<file path="config.mk">
export PLATFORM = sky130hd
export DESIGN_NAME = mem_access_unit
export DESIGN_NICKNAME = d
export VERILOG_FILES = /design/src/rtl/mem_access_unit.sv
export SDC_FILE = /design/constraint.sdc
export NUM_CORES = 1
export LEC_CHECK = 0
export BUFFER_PORTS_ARGS = -buffer_cell sky130_fd_sc_hd__buf_2
export CAP_MARGIN = 20
export CORE_ASPECT_RATIO = 0.5
export CORE_UTILIZATION = 46
export CTS_BUF_LIST = sky130_fd_sc_hd__clkbuf_2 sky130_fd_sc_hd__clkbuf_4 sky130_fd_sc_hd__clkbuf_8
export DETAILED_ROUTE_END_ITERATION = 12
export PLACE_DENSITY = 0.79
export SYNTH_ARGS = -nofsm -noshare
export SYNTH_HDL_FRONTEND = slang
export SYNTH_SLANG_ARGS = --single-unit
</file>
<file path="constraint.sdc">
create_clock -name clk -period 1.9 [get_ports clk]
set_input_delay 0.38 -clock clk [delete_from_list [all_inputs] [get_ports clk]]
set_output_delay 0.38 -clock clk [all_outputs]
set_load 0.05 [all_outputs]
</file>
<file path="src/rtl/mem_access_unit.sv">
`default_nettype none
// ============================================================================
// Module   : mem_access_unit
// Purpose  : Load/store sequencer between the execute stage and DataMemory.
//            Accepts one byte/halfword/word access per request, holds the
//            memory strobes for WAIT_CYCLES cycles while stalling the
//            pipeline with busy, then returns lane-extracted, sign- or
//            zero-extended load data with a one-cycle rsp_valid pulse.
// Ports    : clk, Reset (async, active-low)
//            req, req_we, req_size, req_unsigned, req_addr, req_wdata  - request
//            busy, rsp_valid, rsp_rdata, misaligned                    - response
//            MemoryAddress, memRD, memWD, DataIn, byte_en, DataOut     - memory
// Params   : WAIT_CYCLES (1..15) strobe hold time per access
// Macro    : MISALIGN_TRAP_EN - when defined, misaligned requests skip the
//            memory access and complete with misaligned=1; when undefined,
//            the offending low address bits are cleared and the access runs.
// Revision : 1.0 - initial release
// ============================================================================
module mem_access_unit #(
    parameter int WAIT_CYCLES = 1
) (
    input  logic        clk,
    input  logic        Reset,
    input  logic        req,
    input  logic        req_we,
    input  logic [1:0]  req_size,
    input  logic        req_unsigned,
    input  logic [31:0] req_addr,
    input  logic [31:0] req_wdata,
    output logic        busy,
    output logic        rsp_valid,
    output logic [31:0] rsp_rdata,
    output logic        misaligned,
    output logic [31:0] MemoryAddress,
    output logic        memRD,
    output logic        memWD,
    output logic [31:0] DataIn,
    output logic [3:0]  byte_en,
    input  logic [31:0] DataOut
);

    localparam logic [1:0] c_IDLE     = 2'd0;
    localparam logic [1:0] c_ACCESS   = 2'd1;
    localparam logic [1:0] c_DONE     = 2'd2;
    localparam logic [3:0] c_CNT_INIT = 4'(WAIT_CYCLES - 1);

    logic [1:0]  r_state;
    logic [3:0]  r_cnt;
    logic [31:0] r_addr;
    logic        r_we;
    logic [1:0]  r_size;
    logic        r_unsigned;
    logic [31:0] r_wdata;
    logic [31:0] r_rdata;

    logic        w_accept;
    logic        w_inAccess;
    logic        w_isHalf;
    logic        w_isWord;
    logic [31:0] w_reqAddr;
    logic [7:0]  w_loadByte;
    logic [15:0] w_loadHalf;
    logic [31:0] w_loadData;

    // A new request can be taken whenever the pipeline is not stalled,
    // which includes the DONE cycle (back-to-back accept).
    assign w_accept   = req && ((r_state == c_IDLE) || (r_state == c_DONE));
    assign w_inAccess = (r_state == c_ACCESS);
    assign w_isHalf   = (req_size == 2'b01);
    assign w_isWord   = req_size[1];          // 10 and 11 are both word

`ifdef MISALIGN_TRAP_EN
    logic w_reqMis;
    logic r_misaligned;

    assign w_reqMis  = (w_isHalf && req_addr[0]) || (w_isWord && (req_addr[1:0] != 2'b00));
    assign w_reqAddr = req_addr;
    assign misaligned = (r_state == c_DONE) && r_misaligned;
`else
    // Silently align: drop addr[0] for halfwords, addr[1:0] for words.
    assign w_reqAddr = {req_addr[31:2],
                        req_addr[1] & ~w_isWord,
                        req_addr[0] & ~(w_isHalf | w_isWord)};
    assign misaligned = 1'b0;
`endif

    always_ff @(posedge clk or negedge Reset) begin
        if (!Reset) begin
            r_state    <= c_IDLE;
            r_cnt      <= 4'd0;
            r_addr     <= 32'd0;
            r_we       <= 1'b0;
            r_size     <= 2'b00;
            r_unsigned <= 1'b0;
            r_wdata    <= 32'd0;
            r_rdata    <= 32'd0;
`ifdef MISALIGN_TRAP_EN
            r_misaligned <= 1'b0;
`endif
        end else if (w_accept) begin
            r_addr     <= w_reqAddr;
            r_we       <= req_we;
            r_size     <= req_size;
            r_unsigned <= req_unsigned;
            r_wdata    <= req_wdata;
            r_cnt      <= c_CNT_INIT;
`ifdef MISALIGN_TRAP_EN
            r_misaligned <= w_reqMis;
            r_state      <= w_reqMis ? c_DONE : c_ACCESS;
`else
            r_state    <= c_ACCESS;
`endif
        end else begin
            case (r_state)
                c_ACCESS: begin
                    if (r_cnt == 4'd0) begin
                        r_state <= c_DONE;
                        // Capture on the last strobe edge so rsp_rdata is
                        // stable for the whole rsp_valid cycle.
                        if (!r_we) begin
                            r_rdata <= w_loadData;
                        end
                    end else begin
                        r_cnt <= r_cnt - 4'd1;
                    end
                end
                c_DONE:  r_state <= c_IDLE;
                c_IDLE:  r_state <= c_IDLE;
                default: r_state <= c_IDLE;
            endcase
        end
    end

    // Load lane extraction from the (already aligned) latched address.
    always_comb begin
        w_loadByte = DataOut[7:0];
        case (r_addr[1:0])
            2'd0:    w_loadByte = DataOut[7:0];
            2'd1:    w_loadByte = DataOut[15:8];
            2'd2:    w_loadByte = DataOut[23:16];
            default: w_loadByte = DataOut[31:24];
        endcase
    end

    assign w_loadHalf = r_addr[1] ? DataOut[31:16] : DataOut[15:0];

    always_comb begin
        w_loadData = DataOut;
        case (r_size)
            2'b00:   w_loadData = {{24{~r_unsigned & w_loadByte[7]}}, w_loadByte};
            2'b01:   w_loadData = {{16{~r_unsigned & w_loadHalf[15]}}, w_loadHalf};
            default: w_loadData = DataOut;
        endcase
    end

    // Store lane placement; everything is zero outside ACCESS.
    always_comb begin
        byte_en = 4'b0000;
        DataIn  = 32'd0;
        if (w_inAccess) begin
            case (r_size)
                2'b00: begin
                    byte_en = 4'b0001 << r_addr[1:0];
                    DataIn  = {4{r_wdata[7:0]}};
                end
                2'b01: begin
                    byte_en = 4'b0011 << {r_addr[1], 1'b0};
                    DataIn  = {2{r_wdata[15:0]}};
                end
                default: begin
                    byte_en = 4'b1111;
                    DataIn  = r_wdata;
                end
            endcase
        end
    end

    // Strobes decode straight from state so an async reset drops them at once.
    assign busy          = w_inAccess;
    assign rsp_valid     = (r_state == c_DONE);
    assign rsp_rdata     = r_rdata;
    assign memRD         = w_inAccess && !r_we;
    assign memWD         = w_inAccess && r_we;
    assign MemoryAddress = w_inAccess ? {r_addr[31:2], 2'b00} : 32'd0;

endmodule
`default_nettype wire

</file>
==> metrics.cfg <==
[run_status]
status=finished with violations
violations=negative setup slack

[global_routing]
antenna_found_initial=3
grt_max_degree=57
grt_pass1_wl_mm=29.3
grt.total_usage=0.311
gr-total-overflow=0
grt_pass1_vias=5703

[synthesis]
synth_largest_area_cell=dfrtp_1
synthArstFlopShare=1.00
synth_edf_count=0
ys.flop_type=dfrtp_1
syn_area_per_cell_um2=8.43
synth_top_area_frac=0.492
synth_seq_cells=106
ys_top_cells_by_area=dfrtp_1 (49%), nand2_1 (16%), and2_1 (4.8%), mux2i_1 (3.0%), nor2_1 (2.6%)
netlist-cell-type-count=41
syn_inst=639
syn_area_um2=5390
ys_warn_count=0
synth-seq-area-share=0.492
yosysMostFrequentCell=nand2_1
ys_top_cells_by_count=nand2_1 (224), dfrtp_1 (106), and2_1 (41), nor2_1 (38), clkbuf_1 (30)

[cells_and_area]
nets=985
layout.cells.non_filler=1046
drive_gt1_frac=0.515
area_delta_synth_final_pct=64.3

[clocking]
cts.path.max_buffers=2
clock_sinks=106
clk_pin_slew_worst_paths_ps=110
cts_buffers=9
cts_tree=built
cts-root-buf=clkbuf_8
h-tree-depth=3
clock_latency_ps=390

[routing]
postRouteAntennaNets=0
dr_total_vias=6362
wl_per_cell_um=23.4
via_per_inst=6.08
drtIter0Drc=750
drc=0
drt-total-wl_mm=24.5
first_pass_iters=6

[place]
dp_cells=989
gp_congestion=0.959
portBuffers=204
pre_cts_ws_ps=-35.3
place_hpwl_mm=11.4

[worst_setup_path]
rrSetupSlack_ps=-280
critPathTopFamily=flip-flops
reg2reg_from=r_cnt[0]
cp.depth=6
rr_worst_depth=10
path_class=reg -> out
critical_path_arrival_ps=1820
path_buf_inv=2
worstSetupStartpointType=flip-flop
crit_fanout=5
crit_required_ps=1520
cp_slowest_cell=dfrtp_2
path_cells=buf_4 -> mux2i_1 -> nor2_1 -> a21oi_2 -> nor2_4 -> buf_6
cp_slowest_stage_delay_ps=480
cp-end-kind=output port
rr_endpoint=rsp_rdata[4]

[die]
start_util=0.482
die-area_um2=12200
die_h_um=78.5
die_x_um=155
num_rows=27
pin_count=208
core_um2=11200

[sta]
setup_slack_ps=-303
layout_min_cycle_time_ps=2200
finalHoldViolCount=0
worst_pin_slew_ps=783
fin_worst_skew_ps=17.0
max_freq_mhz=454
rsz0062_at_grt=true
slew_headroom=0.474
slew_viol_final=0
setup_viol_count_final=99
period_share=1.16

[worst_hold_path]
min_from=req_wdata[16]
holdPathStages=3
hp-class=in -> reg
min_to=r_wdata[16]

[flow_run]
cap_violations=0

worst max path at each step:
stage                    from       endpoint  slack, ps
floorplan            r_cnt[0]  rsp_rdata[21]        -60
global placement     r_cnt[0]   rsp_rdata[6]         60
detailed placement   r_cnt[0]   rsp_rdata[3]        -40
CTS                 r_size[0]     DataIn[26]       -130
global route        r_size[0]     DataIn[31]       -310
finish              r_size[0]     DataIn[31]       -300
cells by family after synthesis:
kind of cell	after synthesis	synth area share
adder cells (fa/ha/maj)	2	0.00464
multiplexers	25	0.0506
buffers and inverters	56	0.0508
AND/OR/NAND/NOR	330	0.263
other	1	0.000696
XOR/XNOR	2	0.00325
flip-flops	106	0.492
AO/OA/AOI/OAI	117	0.135
registers in the layout, indices dropped and copies added, names as in the netlist:
name,cells
rsp_rdata,32
r_state,2
r_we,1
r_size,2
r_cnt,4
r_wdata,32
r_addr,32
r_unsigned,1
metal layers:
layer | vias to the layer above | wire, um | GRT usage
li1 | 2574 | - | -
met2 | 605 | 11100 | 0.520
met5 | - | 13 | 0
met1 | 2981 | 8850 | 0.373
met4 | 2 | 1830 | 0.180
met3 | 200 | 2730 | 0.0701
cells in the final DEF (no fill, tap or decap), types with 4 or more instances in the layout:
master     netlist  final
nand2_1        224    221
buf_2            5    134
dfrtp_1        106    103
buf_6            4     43
and2_4           0     41
buf_8            0     39
buf_4            3     32
a21oi_2         10     26
o21ai_2          0     18
buf_12           1     18
nor2_4           0     17
o21ai_1         12     17
o211ai_1        16     16
nor2_2           0     12
nand3_1         12     12
mux2i_4          0     11
clkbuf_8         0     10
nor2_1          38      9
clkbuf_16        0      9
mux2_2           8      8
a21boi_0         7      7
a22oi_1          7      7
a31oi_1          7      7
a21oi_1         26      6
a21oi_4          0      4
o21ai_0         27      4
worst min-delay path, stage by stage:
cell     delay (ps)
buf_2            80
nand2_1          40
nand2_1          50
what timing repair did:
item	in CTS	in global routing
hold buffers	1	0
resized for setup	207	151
setup buffers	8	17
gates cloned	2	13
pin swaps	3	38
endpoints found under the setup margin	86	99
hold endpoints to repair	19	0
final cells by class:
class / count / area (um2)
Antenna cell: 2 / 5.00
Timing Repair Buffer: 278 / 2610
Inverter: 6 / 38.8
Clock buffer: 10 / 138
Clock inverter: 6 / 88.8
Multi-Input combinational cell: 479 / 3120
Sequential cell: 106 / 2660
Tap cell: 159 / 199
Fill cell: 620 / 2330
metrics by stage:
stage / TNS (ps) / hold WS (ps) / instance area [um2] / util
2_1_floorplan: -930 / 84.4 / 5590 / -
3_3_place_gp: 0 / 290 / 6970 / 0.624
3_5_place_dp: -158 / 293 / 6970 / 0.624
4_1_cts: -4790 / 173 / 8040 / 0.719
5_1_grt: -17860 / 161 / 8850 / 0.792
6_report: -15230 / 176 / 8850 / 0.792
Power is left out: the tool's default activity adds up to more than one toggle a clock period on the data nets, which glitch-free logic cannot reach.
